File: config.mk
export PLATFORM = sky130hd
export DESIGN_NAME = icache_flat
export DESIGN_NICKNAME = d
export VERILOG_FILES = /design/src/rtl/icache_pkg.sv /design/src/rtl/icache_if.sv /design/src/rtl/icache.sv /design/src/flat_wrapper.sv
export SDC_FILE = /design/constraint.sdc
export NUM_CORES = 1
export LEC_CHECK = 0
export CORE_MARGIN = 1.5
export CORE_UTILIZATION = 25
export DETAILED_ROUTE_END_ITERATION = 6
export SLEW_MARGIN = 20
export SYNTH_ARGS = -nofsm -noshare
export SYNTH_HDL_FRONTEND = slang
export SYNTH_SLANG_ARGS = --single-unit
File: constraint.sdc
create_clock -name CLK -period 7.6 [get_ports CLK]
set_clock_uncertainty 0.05 [all_clocks]
set_input_delay 0.76 -clock CLK [delete_from_list [all_inputs] [get_ports CLK]]
set_output_delay 0.76 -clock CLK [all_outputs]
set_load 0.1 [all_outputs]
File: src/rtl/icache_pkg.sv
// Shared types for the instruction cache: address/frame layouts for the default
// 16-set build and a small address helper used by the cache and its users.
package icache_pkg;

    typedef logic [31:0] word_t;

    localparam int ICACHE_SETS  = 16;
    localparam int ICACHE_IDX_W = $clog2(ICACHE_SETS);
    localparam int ICACHE_TAG_W = 32 - ICACHE_IDX_W - 2;

    typedef struct packed {
        logic [ICACHE_TAG_W-1:0] tag;
        logic [ICACHE_IDX_W-1:0] idx;
        logic [1:0]              bytoff;
    } icachef_t;

    typedef struct packed {
        logic                    valid;
        logic [ICACHE_TAG_W-1:0] tag;
        word_t                   data;
    } icache_frame_t;

    // Memory only ever sees word addresses, so the byte offset is forced to zero.
    function automatic word_t wordAlign(input word_t addr);
        return {addr[31:2], 2'b00};
    endfunction

endpackage

File: src/rtl/icache_if.sv
// Fetch-side and memory-side signal bundle of the instruction cache.
// The cache uses the slave view; the datapath/memory side uses the master view.
interface icache_if;
    import icache_pkg::*;

    logic  imemREN;
    word_t imemaddr;
    logic  ihit;
    word_t imemload;
    logic  iREN;
    word_t iaddr;
    logic  iwait;
    word_t iload;

    modport slave (
        input  imemREN, imemaddr, iwait, iload,
        output ihit, imemload, iREN, iaddr
    );

    modport master (
        output imemREN, imemaddr, iwait, iload,
        input  ihit, imemload, iREN, iaddr
    );

endinterface

File: src/rtl/icache.sv
// Direct-mapped, one-word-per-block, read-only instruction cache with
// zero-cycle hits, blocking miss fills and saturating hit/miss counters.
module icache
    import icache_pkg::*;
#(
    parameter int SETS  = 16,
    parameter int CNT_W = 32
) (
    input  logic             CLK,
    input  logic             RST,
    icache_if.slave          cif,
    output logic [CNT_W-1:0] hit_cnt,
    output logic [CNT_W-1:0] miss_cnt
);

    localparam int IDX_W = $clog2(SETS);
    localparam int TAG_W = 30 - IDX_W;

    typedef enum logic {IDLE, FILL} icache_state_t;

    icache_state_t    state;
    logic [SETS-1:0]  valid;
    logic [TAG_W-1:0] tags [SETS];
    word_t            data [SETS];

    logic             iRenQ;
    word_t            iaddrQ;

    logic [TAG_W-1:0] reqTag;
    logic [IDX_W-1:0] reqIdx;
    logic [TAG_W-1:0] missTag;
    logic [IDX_W-1:0] missIdx;
    logic             hit;
    logic             fillDone;

    // iaddrQ doubles as the latched miss address for the whole fill.
    assign reqTag   = cif.imemaddr[31:IDX_W+2];
    assign reqIdx   = cif.imemaddr[IDX_W+1:2];
    assign missTag  = iaddrQ[31:IDX_W+2];
    assign missIdx  = iaddrQ[IDX_W+1:2];

    assign hit      = (state == IDLE) && cif.imemREN && valid[reqIdx] && (tags[reqIdx] == reqTag);
    assign fillDone = (state == FILL) && !cif.iwait;

    assign cif.ihit     = hit;
    assign cif.imemload = hit ? data[reqIdx] : '0;
    assign cif.iREN     = iRenQ;
    assign cif.iaddr    = iaddrQ;

    // A fill cannot be aborted by the fetch side; only reset cancels it.
    always_ff @(posedge CLK or posedge RST) begin
        if (RST) begin
            state  <= IDLE;
            iRenQ  <= 1'b0;
            iaddrQ <= '0;
            valid  <= '0;
        end else begin
            case (state)
                IDLE: begin
                    if (cif.imemREN && !hit) begin
                        state  <= FILL;
                        iRenQ  <= 1'b1;
                        iaddrQ <= wordAlign(cif.imemaddr);
                    end
                end
                FILL: begin
                    if (!cif.iwait) begin
                        valid[missIdx] <= 1'b1;
                        state          <= IDLE;
                        iRenQ          <= 1'b0;
                        iaddrQ         <= '0;
                    end
                end
                default: state <= IDLE;
            endcase
        end
    end

    always_ff @(posedge CLK) begin
        if (fillDone) begin
            tags[missIdx] <= missTag;
            data[missIdx] <= cif.iload;
        end
    end

    always_ff @(posedge CLK or posedge RST) begin
        if (RST) begin
            hit_cnt  <= '0;
            miss_cnt <= '0;
        end else begin
            if (hit && (hit_cnt != '1)) begin
                hit_cnt <= hit_cnt + CNT_W'(1);
            end
            if (fillDone && (miss_cnt != '1)) begin
                miss_cnt <= miss_cnt + CNT_W'(1);
            end
        end
    end

endmodule

File: src/flat_wrapper.sv
// flat-port wrapper written by rule: the top's interface ports become plain ports
module icache_flat import icache_pkg::*;
#(
    parameter int SETS  = 16,
    parameter int CNT_W = 32
)
  (CLK, RST, hit_cnt, miss_cnt, cif_imemREN, cif_imemaddr, cif_iwait, cif_iload, cif_ihit, cif_imemload, cif_iREN, cif_iaddr);
  icache_if cif_i ();
  input  logic CLK;
  input  logic RST;
  output logic [CNT_W-1:0] hit_cnt;
  output logic [CNT_W-1:0] miss_cnt;
  input wire logic [$bits(cif_i.imemREN)-1:0] cif_imemREN;
  input wire logic [$bits(cif_i.imemaddr)-1:0] cif_imemaddr;
  input wire logic [$bits(cif_i.iwait)-1:0] cif_iwait;
  input wire logic [$bits(cif_i.iload)-1:0] cif_iload;
  output wire logic [$bits(cif_i.ihit)-1:0] cif_ihit;
  output wire logic [$bits(cif_i.imemload)-1:0] cif_imemload;
  output wire logic [$bits(cif_i.iREN)-1:0] cif_iREN;
  output wire logic [$bits(cif_i.iaddr)-1:0] cif_iaddr;
  assign cif_i.imemREN = cif_imemREN;
  assign cif_i.imemaddr = cif_imemaddr;
  assign cif_i.iwait = cif_iwait;
  assign cif_i.iload = cif_iload;
  assign cif_ihit = cif_i.ihit;
  assign cif_imemload = cif_i.imemload;
  assign cif_iREN = cif_i.iREN;
  assign cif_iaddr = cif_i.iaddr;
  icache #(.SETS(SETS), .CNT_W(CNT_W)) u_core (.CLK(CLK), .RST(RST), .cif(cif_i), .hit_cnt(hit_cnt), .miss_cnt(miss_cnt));
endmodule
# Word level (Yosys, flattened, before mapping)
# Memory sizes are Yosys's and may differ from the RTL's.
# Cells that the tools add are included.
# totals
ff_bits,114
mem_bits_rw,928
in_bits,68
output_inout_bits,130
mem_count,2
# op_classes
addsub,2
magnitude_cmp,3
n_eq_ne,5
muxes,16
n_bitwise,3
n_reduce_logical,12
# mem_list
memory,depth,width,read_ports,rd_clocked_by_memory_dff,wr,line,rtl
u_core.data,16,32,1,0,1,icache.sv:24,word_t data [SETS];
u_core.tags,16,26,1,0,1,icache.sv:23,logic [TAG_W-1:0] tags [SETS];
# ops
op,n
32-bit 2-to-1 mux,3
"32-bit by 1-bit adder with 32-bit output, second input constant",2
"32-bit inequality test, second input constant",2
32-bit case mux with 2 select lines,1
26-bit equality test,1
16-bit OR,1
"4-bit by 5-bit less-than comparator with 1-bit output, second input constant",2
1-bit logical AND,8
1-bit 2-to-1 mux,8
1-bit binary-select mux with 4-bit select,1
1-bit demux with 4-bit select,1
"4-bit by 1-bit greater-or-equal comparator with 1-bit output, second input constant",1
"2-bit inequality test, second input constant",2
1-bit case mux with 2 select lines,2
2-bit AND reduction,2
1-bit zero test,2
1-bit inverter,2

# Longest topological paths before layout
# Gate-level depths: netlist (run 1).
# logic_depth
word_depth,8
depth_mapped,17

# Worst setup path before layout (run 1)
# OpenSTA, ideal clock, no wires.
# synth_path
path_kind,input port to flip-flop
from,input cif_iwait
to,register u_core.valid[0]
t_arrival_ns,5.839
required_ns,7.461
setup_slack_ns,1.622
path_stages,5
n_path_buf,1
cell_sequence,nand2b_1 > clkbuf_1 > or3_1 > nor3_1 > or2_2
# synth_via
elab_chain_cells,2
# synth_rtl
item,line,rtl
"start, declared",flat_wrapper.sv:15,input wire logic [$bits(cif_i.iwait)-1:0] cif_iwait;
1-bit inverter (no line),--,
2-bit AND reduction (no line),--,
"end signal, assigned",icache.sv:56,valid <= '0;
"end signal, assigned by index",icache.sv:68,valid[missIdx] <= 1'b1;
"end, declared",icache.sv:22,logic [SETS-1:0] valid;
# No other way between the ends.
# A chain may end at the register's enable or synchronous reset.

# Final worst setup path (run 1)
# layout_path
from,input cif_imemaddr[5]
to,output cif_imemload[13]
# layout_via
elab_chain_cells,5
# layout_rtl
item,line,rtl
"start, declared",flat_wrapper.sv:14,input wire logic [$bits(cif_i.imemaddr)-1:0] cif_imemaddr;
"parallel branches: the longest is 4 deep, another holds memory 16 x 26 bit",--,
32-bit 2-to-1 mux (*),icache.sv:46,assign cif.imemload = hit ? data[reqIdx] : '0;
"end, declared",flat_wrapper.sv:18,output wire logic [$bits(cif_i.imemload)-1:0] cif_imemload;
# Mark *: on every way between the ends. The select of a mux whose other input is x is not followed.

==> metrics.md, run 1 <==
| Metric | Value |
|---|---|
| CP Capture Type | `output pin` |
| # clock sinks | `1,040` |
| Synth unique cells | `53` |
| Final HPWL DP | `57.9 mm` |
| Rel. slew slack | `23.9%` |
| Vias | `20,040` |
| Synth-to-Final Area Change | `19.0%` |
| CTS Root Cell | `clkbuf_16` |
| Post-CTS Setup Inserts | `0` |
| Multi-input logic area | `9620 sq um` |
| Clk buf depth | `3` |
| Critical path type | `in -> out` |
| Asr flop ratio synth | `10.8%` |
| FF/Latch Area | `30,700 sq um` |
| GRT overflow | `0` |
| Initial antenna violation count | `21` |
| DRT antenna net count | `0` |
| Power per cell area | `263 nW/um^2` |
| Total power draw | `12,800 uW` |
| Setup TNS | `0 ns` |
| Post-synth EDFFs | `928` |
| Worst Hold Slack | `0.413 ns` |
| Num rows | `148` |
| Largest net degree at the start of global routing | `114` |
| Synthesized flop and latch total | `1,040` |
| Post-Syn Instances | `1,971` |
| Cell area after synthesis | `40,800 sq um` |
| Worst VDD drop | `0.285 mV` |
| Average size of a mapped cell | `20.7 sq um` |
| Most common cell after layout, fill and taps aside | `edfxtp_1` |
| Clk_lat worst skew | `0.72 ns` |
| Slew Limit Fails | `0` |
| Final WL | `103 mm` |
| Primary FF master, synth | `edfxtp_1` |
| Max cap viols | `0` |
| Sequential share of the synthesized area | `75.1%` |
| Most frequent cells in the layout | `edfxtp_1 (928), mux4_2 (253), clkdlybuf4s50_1 (149)` |
| Fmax | `0.185 GHz` |
| Total CTS buffers | `99` |
| Synth area leader | `edfxtp_1` |
| Layout cells sized above 1 | `23.4%` |
| Core box area | `162,000 sq um` |
| Critical path fanouts, max | `35` |
| Top cell type's share of synthesized area | `68.2%` |
| Drt first pass iters | `5` |
| Hold/Removal Path Class | `reg -> reg` |
| Clk slew on worst S/H paths | `0.06 ns` |
| Worst Tran Pin Value | `1.14 ns` |
| CP required | `6.79 ns` |
| Die W | `407 um` |
| Final period util | `71.2%` |
| CP Launch Type | `input pin` |
| Via/cell ratio | `4.47` |
| Die Y | `407 um` |
| Initial Util | `25.1%` |
| Final hold violation count | `0` |
| Leak pwr | `0.0158 uW` |
| Ports | `198` |
| Fillers | `15,720` |
| Synth warn | `0` |
| Status | `finished clean` |
| CP arrival | `4.60 ns` |
| GRT Overall Usage | `12.2%` |
| CTS hold repair buffers | `0` |
| RSZ-0062 raised after global routing | `false` |
| CTS tree | `yes` |
| Vias in the first global route | `20,170` |
| Nets@finish | `2,290` |
| Post-cts resize count | `0` |
| Drt first-iter violations | `2,148` |
| Synth area leaders | `edfxtp_1 (68%), mux4_2 (14%), dfrtp_1 (6.9%)` |
| H-tree Lvls | `3` |
| First-pass GRT wire length | `148 mm` |
| # setup viols final | `0` |
| DRC viols | `0` |
| Final min period | `5.41 ns` |
| Average wire per standard cell | `23.1 um` |
| Buffers on Ports | `193` |
| Die area | `166,000 sq um` |
| RePlAce Congestion | `0.747` |
-- cells by family (layout without fill, tap and decap cells) --
group                      after synthesis  in the layout  synth area share [%]
DFF                                   1040           1040                  75.1
muxes                                  342            342                  16.4
and+or+nand+nor                        324            324                  4.15
buffers and inverters                  131            461                  1.63
xor gates and xnor gates                93             93                  2.01
AOI/OAI and AO/OA                       38             38                 0.653
adders and majority gates                2              2                0.0613
other                                    1              5               0.00918
-- worst max-delay path, stage by stage --
cell and delay, ns:
buf_2 0.42, buf_4 0.44, mux4_2 0.36, a22oi_1 0.20
nand3_1 0.13, xnor2_1 0.18, nor4_1 0.44, o2111ai_1 0.33
or3_4 0.71, nor2b_1 0.24, buf_4 0.31
-- sequential cells by signal, summed over array words and instances, names as in the netlist --
signal / cells
u_core.tags: 416
u_core.data: 512
u_core.hit_cnt: 32
u_core.cif.iaddr: 30
u_core.valid: 16
u_core.state: 1
u_core.cif.iREN: 1
u_core.miss_cnt: 32
-- cells in the mapped netlist (7+ instances only) --
library cell,number
edfxtp_1,928
mux4_2,253
dfrtp_1,112
nand2_1,89
mux2i_1,72
xnor2_1,59
nor2b_1,45
nor2_1,38
inv_1,36
nand3_1,36
xor2_1,33
clkbuf_1,30
nor3_1,21
buf_1,20
or2_2,17
and3_1,16
buf_4,16
nor4_1,15
nand4_1,14
buf_2,13
buf_6,13
mux2_2,12
a22oi_1,8
or3_1,7
-- area by class of cell --
type | count | area share [%]
Sequential cell | 1040 | 63.1
Inverter | 39 | 0.312
Tap cell | 2175 | 5.60
Clock buffer | 137 | 5.48
Clock inverter | 46 | 0.987
Timing Repair Buffer | 239 | 4.66
Multi-Input combinational cell | 801 | 19.8
Antenna cell | 3 | 0.0155
-- path summary, 6_finish.rpt --
check	slack, ns	endpoint	start	depth (start not counted)
hold reg to reg	0.41	u_core.valid[2]	u_core.valid[2]	1
min in group asynchronous	0.49	u_core.miss_cnt[5]	RST	2
setup / recovery	2.19	cif_imemload[13]	cif_imemaddr[5]	11
hold / removal	0.41	u_core.valid[2]	u_core.valid[2]	1
max in group asynchronous	5.60	u_core.cif.iaddr[29]	RST	3
setup reg to reg	3.41	u_core.cif.iREN	u_core.tags[10][10]	9
-- through the flow --
stage               instances  util [%]  setup WS [ns]  cell area, sq um
detailed placement       4294      28.0           2.02             45400
finish                   4480      29.9           2.19             48600
global route             4477      29.9           1.88             48600
global placement         4294      28.0           2.03             45400
floorplan                1972         -           1.62             40800
CTS                      4477      29.9           2.02             48600
-- layer usage --
metal	up-vias	GRT usage, %	part of all wire [%]
met5	-	0	0.14
met4	24	2.56	1.6
met3	147	3.45	8.1
met2	669	18.8	46
met1	10731	17.2	44
li1	8469	-	-
-- power breakdown --
group	leakage [uW]	internal, uW	switching (uW)	total (uW)
combinational	0.00443	402	838	1240
clock	0.00152	2640	2170	4810
sequential	0.00986	6530	201	6730
total	0.0158	9580	3210	12800
(Power assumes the default switching activity.)
==> run 2, diff against run 1 <==
==> constraint.sdc (replaced) <==
create_clock -name CLK -period 5.18 [get_ports CLK]
set_clock_uncertainty 0.05 [all_clocks]
set_input_delay 0.518 -clock CLK [delete_from_list [all_inputs] [get_ports CLK]]
set_output_delay 0.518 -clock CLK [all_outputs]
set_load 0.1 [all_outputs]
==> run 2 against run 1 <==
  * Wire length is 0.43% lower
  * Largest power group unchanged
  * Count of clock-buffer cells in the layout is 3 lower
  * Clock power is 53% higher
  * Critical endpoint is now cif_imemload[10]
==> metrics.md, run 2 (synthesized netlist as in run 1, its figures left out) <==
| Metric | Value |
|---|---|
| Core box area | `162,000 sq um (unchanged)` |
| DRC viols | `0 (unchanged)` |
| Die area | `166,000 sq um (unchanged)` |
| # clock sinks | `1,040 (unchanged)` |
| Critical path fanouts, max | `20 (-43%)` |
| Num rows | `148 (unchanged)` |
| Worst VDD drop | `0.292 mV (+2.4%)` |
| CP arrival | `4.15 ns (-0.45 ns)` |
| Hold/Removal Path Class | `in -> reg` |
| Slew Limit Fails | `0 (unchanged)` |
| # setup viols final | `0 (unchanged)` |
| Setup TNS | `0 ns (unchanged)` |
| Most common cell after layout, fill and taps aside | `edfxtp_1` |
| Nets@finish | `2,321 (+1.4%)` |
| GRT Overall Usage | `12.2% (-0.066 points)` |
| Vias | `20,162 (+0.61%)` |
| Final hold violation count | `0 (unchanged)` |
| Drt first-iter violations | `2,144 (-0.19%)` |
| H-tree Lvls | `3 (unchanged)` |
| Fmax | `0.212 GHz` |
| Power per cell area | `384 nW/um^2 (+46%)` |
| CP Launch Type | `register` |
| Fillers | `15,748 (+0.18%)` |
| Worst Hold Slack | `0.406 ns (-0.00718 ns)` |
| Buffers on Ports | `193 (unchanged)` |
| Final period util | `91.1%` |
| Max reg flops | `512 (unchanged)` |
| Final HPWL DP | `59.8 mm (+3.4%)` |
| Total CTS buffers | `102 (+3.0%)` |
| Leak pwr | `0.0162 uW (+2.5%)` |
| GRT overflow | `0 (unchanged)` |
| Die Y | `407 um (unchanged)` |
| RePlAce Congestion | `0.759 (+1.6%)` |
| Clk slew on worst S/H paths | `0.06 ns (about the same)` |
| Max cap viols | `0 (unchanged)` |
| CTS tree | `yes` |
| Ports | `198 (unchanged)` |
| Final WL | `103 mm (-0.43%)` |
| Clk_lat worst skew | `0.71 ns (about the same)` |
| Initial antenna violation count | `15 (-29%)` |
| Drt first pass iters | `5 (unchanged)` |
| RSZ-0062 raised after global routing | `false` |
| Final min period | `4.72 ns` |
| Synth-to-Final Area Change | `21.7%` |
| Biggest register | `u_core.data` |
| Multi-input logic area | `9640 sq um (+0.26%)` |
| Via/cell ratio | `4.47 (-0.15%)` |
| Post-cts resize count | `0 (unchanged)` |
| Layout cells sized above 1 | `24.6% (+1.2 points)` |
| Die W | `407 um (unchanged)` |
| Vias in the first global route | `20,436 (+1.3%)` |
| CTS Root Cell | `clkbuf_16` |
| CTS hold repair buffers | `1 (+1)` |
| Post-CTS Setup Inserts | `0 (unchanged)` |
| DRT antenna net count | `0 (unchanged)` |
| Initial Util | `25.1% (unchanged)` |
| Status | `finished clean` |
| Clk buf depth | `3 (unchanged)` |
| First-pass GRT wire length | `148 mm (-0.28%)` |
| Average wire per standard cell | `22.8 um (-1.2%)` |
| Rel. slew slack | `23.5% (-0.39 points)` |
| Largest net degree at the start of global routing | `85 (-25%)` |
| CP Capture Type | `output pin` |
| FF/Latch Area | `30,700 sq um (unchanged)` |
| CP required | `4.61 ns (-2.18 ns)` |
| Top Registers | `u_core.data (512), u_core.tags (416)` |
| Worst Tran Pin Value | `1.14 ns (+0.00573 ns)` |
| Critical path type | `reg -> out` |
| Most frequent cells in the layout | `edfxtp_1 (928), mux4_2 (253), clkdlybuf4s50_1 (149)` |
-- run 2: path summary, 6_finish.rpt --
kind / startpoint / slack, ns / to / cells past startpoint
worst min register to register: u_core.valid[9] / 0.42 / u_core.valid[9] / 1
worst max register to register: u_core.tags[10][2] / 1.24 / u_core.cif.iaddr[9] / 11
max in group asynchronous: RST / 3.45 / u_core.cif.iaddr[11] / 4
worst min-delay path: cif_imemaddr[7] / 0.41 / u_core.cif.iaddr[7] / 3
min in group asynchronous: RST / 0.61 / u_core.hit_cnt[3] / 3
worst max-delay path: u_core.tags[10][2] / 0.46 / cif_imemload[10] / 10
-- run 2: critical path, cell delays in order, from the launching register on --
cell	delay, ns
edfxtp_1	0.36
mux4_2	0.49
a22oi_1	0.16
nand3_1	0.23
xnor2_1	0.19
nor4_1	0.37
o2111ai_1	0.36
or3_4	0.51
buf_4	0.27
nor2b_1	0.27
buf_12	0.21
-- run 2: final cells by class --
type / instances / share of cell area (%)
antenna: 2 / 0.0101
clock buffer: 134 / 5.64
clock inverter: 56 / 1.05
inverter: 39 / 0.305
multi-input combinational: 801 / 19.4
sequential: 1040 / 61.7
tap: 2175 / 5.47
timing repair buffer: 267 / 6.42
-- run 2: power by group --
group,total [uW],switching (uW),internal [uW]
clock network,7350,3220,4130
logic,1850,1230,617
registers,9890,308,9580
-- run 2: layer usage --
layer,global-route usage (%),wire length (um),vias to the layer above
li1,-,-,8574
met1,17.3,46200,10747
met2,18.8,47200,687
met3,3.04,7450,140
met4,2.51,1970,14
met5,0,94,-
-- run 2: stage by stage --
step           total power (uW)  cell area (sq um)  utilization [%]  instances  setup slack [ns]
2_1_floorplan             11200              40900                -       1972             0.178
3_3_place_gp              11900              46400             28.6       4321             0.409
3_5_place_dp              11900              46400             28.6       4321             0.400
4_1_cts                   19300              49700             30.6       4512             0.365
5_1_grt                   19700              49700             30.6       4512             0.245
6_report                  19100              49700             30.6       4514             0.459
==> run 3, diff against run 2 <==
--- a/config.mk
+++ b/config.mk
@@ -6,8 +6,9 @@
 export NUM_CORES = 1
 export LEC_CHECK = 0
 export CORE_MARGIN = 1.5
-export CORE_UTILIZATION = 25
+export CORE_UTILIZATION = 45
 export DETAILED_ROUTE_END_ITERATION = 6
+export HOLD_SLACK_MARGIN = 0.02
 export SLEW_MARGIN = 20
 export SYNTH_ARGS = -nofsm -noshare
 export SYNTH_HDL_FRONTEND = slang
==> run 3 against run 2 <==
  * Power grew 0.42%
  * Worst hold slack got worse by 0.27 ns
  * Sequential power about the same
  * Sequential share of layout area up 1.6 points
  * Count of clock-buffer cells in the layout grew 5
  * Wire length shrank 8.1%
  * Final cell count down 22%
  * First-iteration DRC count shrank 18%
  * Sequential cell count unchanged
  * Critical path depth is 3 higher
  * Non-clock buffer count rose by 3
==> metrics.md, run 3 (synthesized netlist as in run 1, its figures left out) <==
| Metric | Value |
|---|---|
| Final WL | `94.6 mm (-8.1%)` |
| Nets@finish | `2,329 (+0.34%)` |
| Placed inst area | `45,000 sq um (-2.9%)` |
| Initial Util | `45.4% (+20 points)` |
| Final hold violation count | `0 (unchanged)` |
| Num rows | `110 (-26%)` |
| Initial antenna violation count | `5 (-10)` |
| Drt first pass iters | `5 (unchanged)` |
| Leak pwr | `0.0163 uW (+0.48%)` |
| Clk buf depth | `3 (unchanged)` |
| Most frequent cells in the layout | `edfxtp_1 (928), mux4_2 (253), clkdlybuf4s50_1 (156)` |
| Hold/Removal Path Class | `in -> async` |
| Fin util | `53.8% (+23 points)` |
| Total CTS buffers | `107 (+4.9%)` |
| Post-CTS Setup Inserts | `0 (unchanged)` |
| Layout cells sized above 1 | `24.8% (+0.19 points)` |
| Clk_lat worst skew | `0.67 ns (-0.04 ns)` |
| Via/cell ratio | `5.69 (+27%)` |
| CTS Root Cell | `clkbuf_16` |
| Biggest register | `u_core.data` |
| Status | `finished clean` |
| Rel. slew slack | `26.1% (+2.6 points)` |
| DRC viols | `0 (unchanged)` |
| # clock sinks | `1,040 (unchanged)` |
| Clk slew on worst S/H paths | `0.06 ns (about the same)` |
| CP required | `4.61 ns (about the same)` |
| CP arrival | `4.16 ns (about the same)` |
| Critical path fanouts, max | `40 (+100%)` |
| Slew Limit Fails | `0 (unchanged)` |
| Vias in the first global route | `20,972 (+2.6%)` |
| Critical path type | `in -> out` |
| Fmax | `0.211 GHz (-0.22%)` |
| Worst Tran Pin Value | `1.11 ns (-0.0393 ns)` |
| Drt first-iter violations | `1,765 (-18%)` |
| Max cap viols | `0 (unchanged)` |
| Post-cts resize count | `0 (unchanged)` |
| DRT antenna net count | `0 (unchanged)` |
| Final instance area | `48,500 sq um (-2.5%)` |
| Vias | `20,067 (-0.47%)` |
| GRT Overall Usage | `20.7% (+8.5 points)` |
| RSZ-0062 raised after global routing | `false` |
| Worst VDD drop | `0.275 mV (-5.9%)` |
| GRT overflow | `0 (unchanged)` |
| CTS hold repair buffers | `0 (-1)` |
| H-tree Lvls | `3 (unchanged)` |
| Synth-to-Final Area Change | `18.7%` |
| Final min period | `4.73 ns (+0.0105 ns)` |
| First-pass GRT wire length | `141 mm (-4.8%)` |
| Fillers | `7,014 (-55%)` |
| Final period util | `91.3% (+0.20 points)` |
| Power per cell area | `395 nW/um^2 (+3.0%)` |
| Largest net degree at the start of global routing | `110 (+29%)` |
| Buffers on Ports | `193 (unchanged)` |
| Most common cell after layout, fill and taps aside | `edfxtp_1` |
| Total power draw | `19,200 uW (+0.42%)` |
| Core box area | `90,000 sq um (-45%)` |
| Setup TNS | `0 ns (unchanged)` |
| Max reg flops | `512 (unchanged)` |
| # setup viols final | `0 (unchanged)` |
| CP Launch Type | `input pin` |
| CP Capture Type | `output pin` |
| Final HPWL DP | `52.1 mm (-13%)` |
| Die Y | `304 um (-25%)` |
| Average wire per standard cell | `26.8 um (+18%)` |
| Die W | `304 um (-25%)` |
| CTS tree | `yes` |
| RePlAce Congestion | `0.766 (+0.92%)` |
| ANT cells | `0 (-2)` |
| Die area | `92,500 sq um (-44%)` |
| Top Registers | `u_core.data (512), u_core.tags (416)` |
| Ports | `198 (unchanged)` |
[run 3: power breakdown]
part	internal (uW)	total, uW	switching (uW)	leakage (uW)
Sequential	9590	9890	307	0.00986
Combinational	615	1790	1180	0.00471
Clock	4370	7490	3120	0.00171
Total	14600	19200	4600	0.0163
[run 3: per-layer routing]
metal,wire length [um],global-route usage (%)
met1,41400,29.9
met2,46100,33.1
met3,5200,3.21
met4,1800,5.13
met5,69,0
[run 3: layout make-up]
class                      count  area [sq um]  share of cell area, %
sequential                  1040         30700                   63.3
multi-input combinational    801          9640                   19.9
timing repair buffer         270          3080                   6.36
clock buffer                 139          2960                   6.11
tap                         1176          1470                   3.04
clock inverter                62           490                   1.01
inverter                      39           150                  0.310
[run 3: metrics by stage]
| step | instances | hold slack (ns) | setup slack (ns) |
|---|---|---|---|
| 5_1_grt | 3527 | 0.133 | 0.289 |
| 2_1_floorplan | 1972 | 0.381 | 0.178 |
| 3_3_place_gp | 3324 | 0.395 | 0.413 |
| 6_report | 3527 | 0.131 | 0.448 |
| 4_1_cts | 3527 | 0.110 | 0.469 |
| 3_5_place_dp | 3326 | 0.401 | 0.503 |
[run 3: worst paths after layout]
kind,from,depth (start not counted),slack [ns],endpoint
hold / removal,RST,2,0.13,u_core.cif.iaddr[21]
max in group asynchronous,RST,3,3.95,u_core.cif.iaddr[13]
setup reg to reg,u_core.tags[3][8],11,1.31,u_core.hit_cnt[18]
min in group CLK,cif_imemaddr[5],3,0.41,u_core.cif.iaddr[5]
hold reg to reg,u_core.valid[13],1,0.41,u_core.valid[13]
setup / recovery,cif_imemaddr[4],13,0.45,cif_ihit
[run 3: critical path, cell delays in order]
cell	delay (ns)
buf_6	0.30
buf_12	0.31
mux4_2	0.25
nor2_1	0.04
a2111oi_0	0.77
a22oi_1	0.29
a21oi_1	0.19
o2111ai_1	0.19
or3_4	0.40
buf_4	0.21
buf_4	0.26
inv_1	0.14
buf_12	0.18
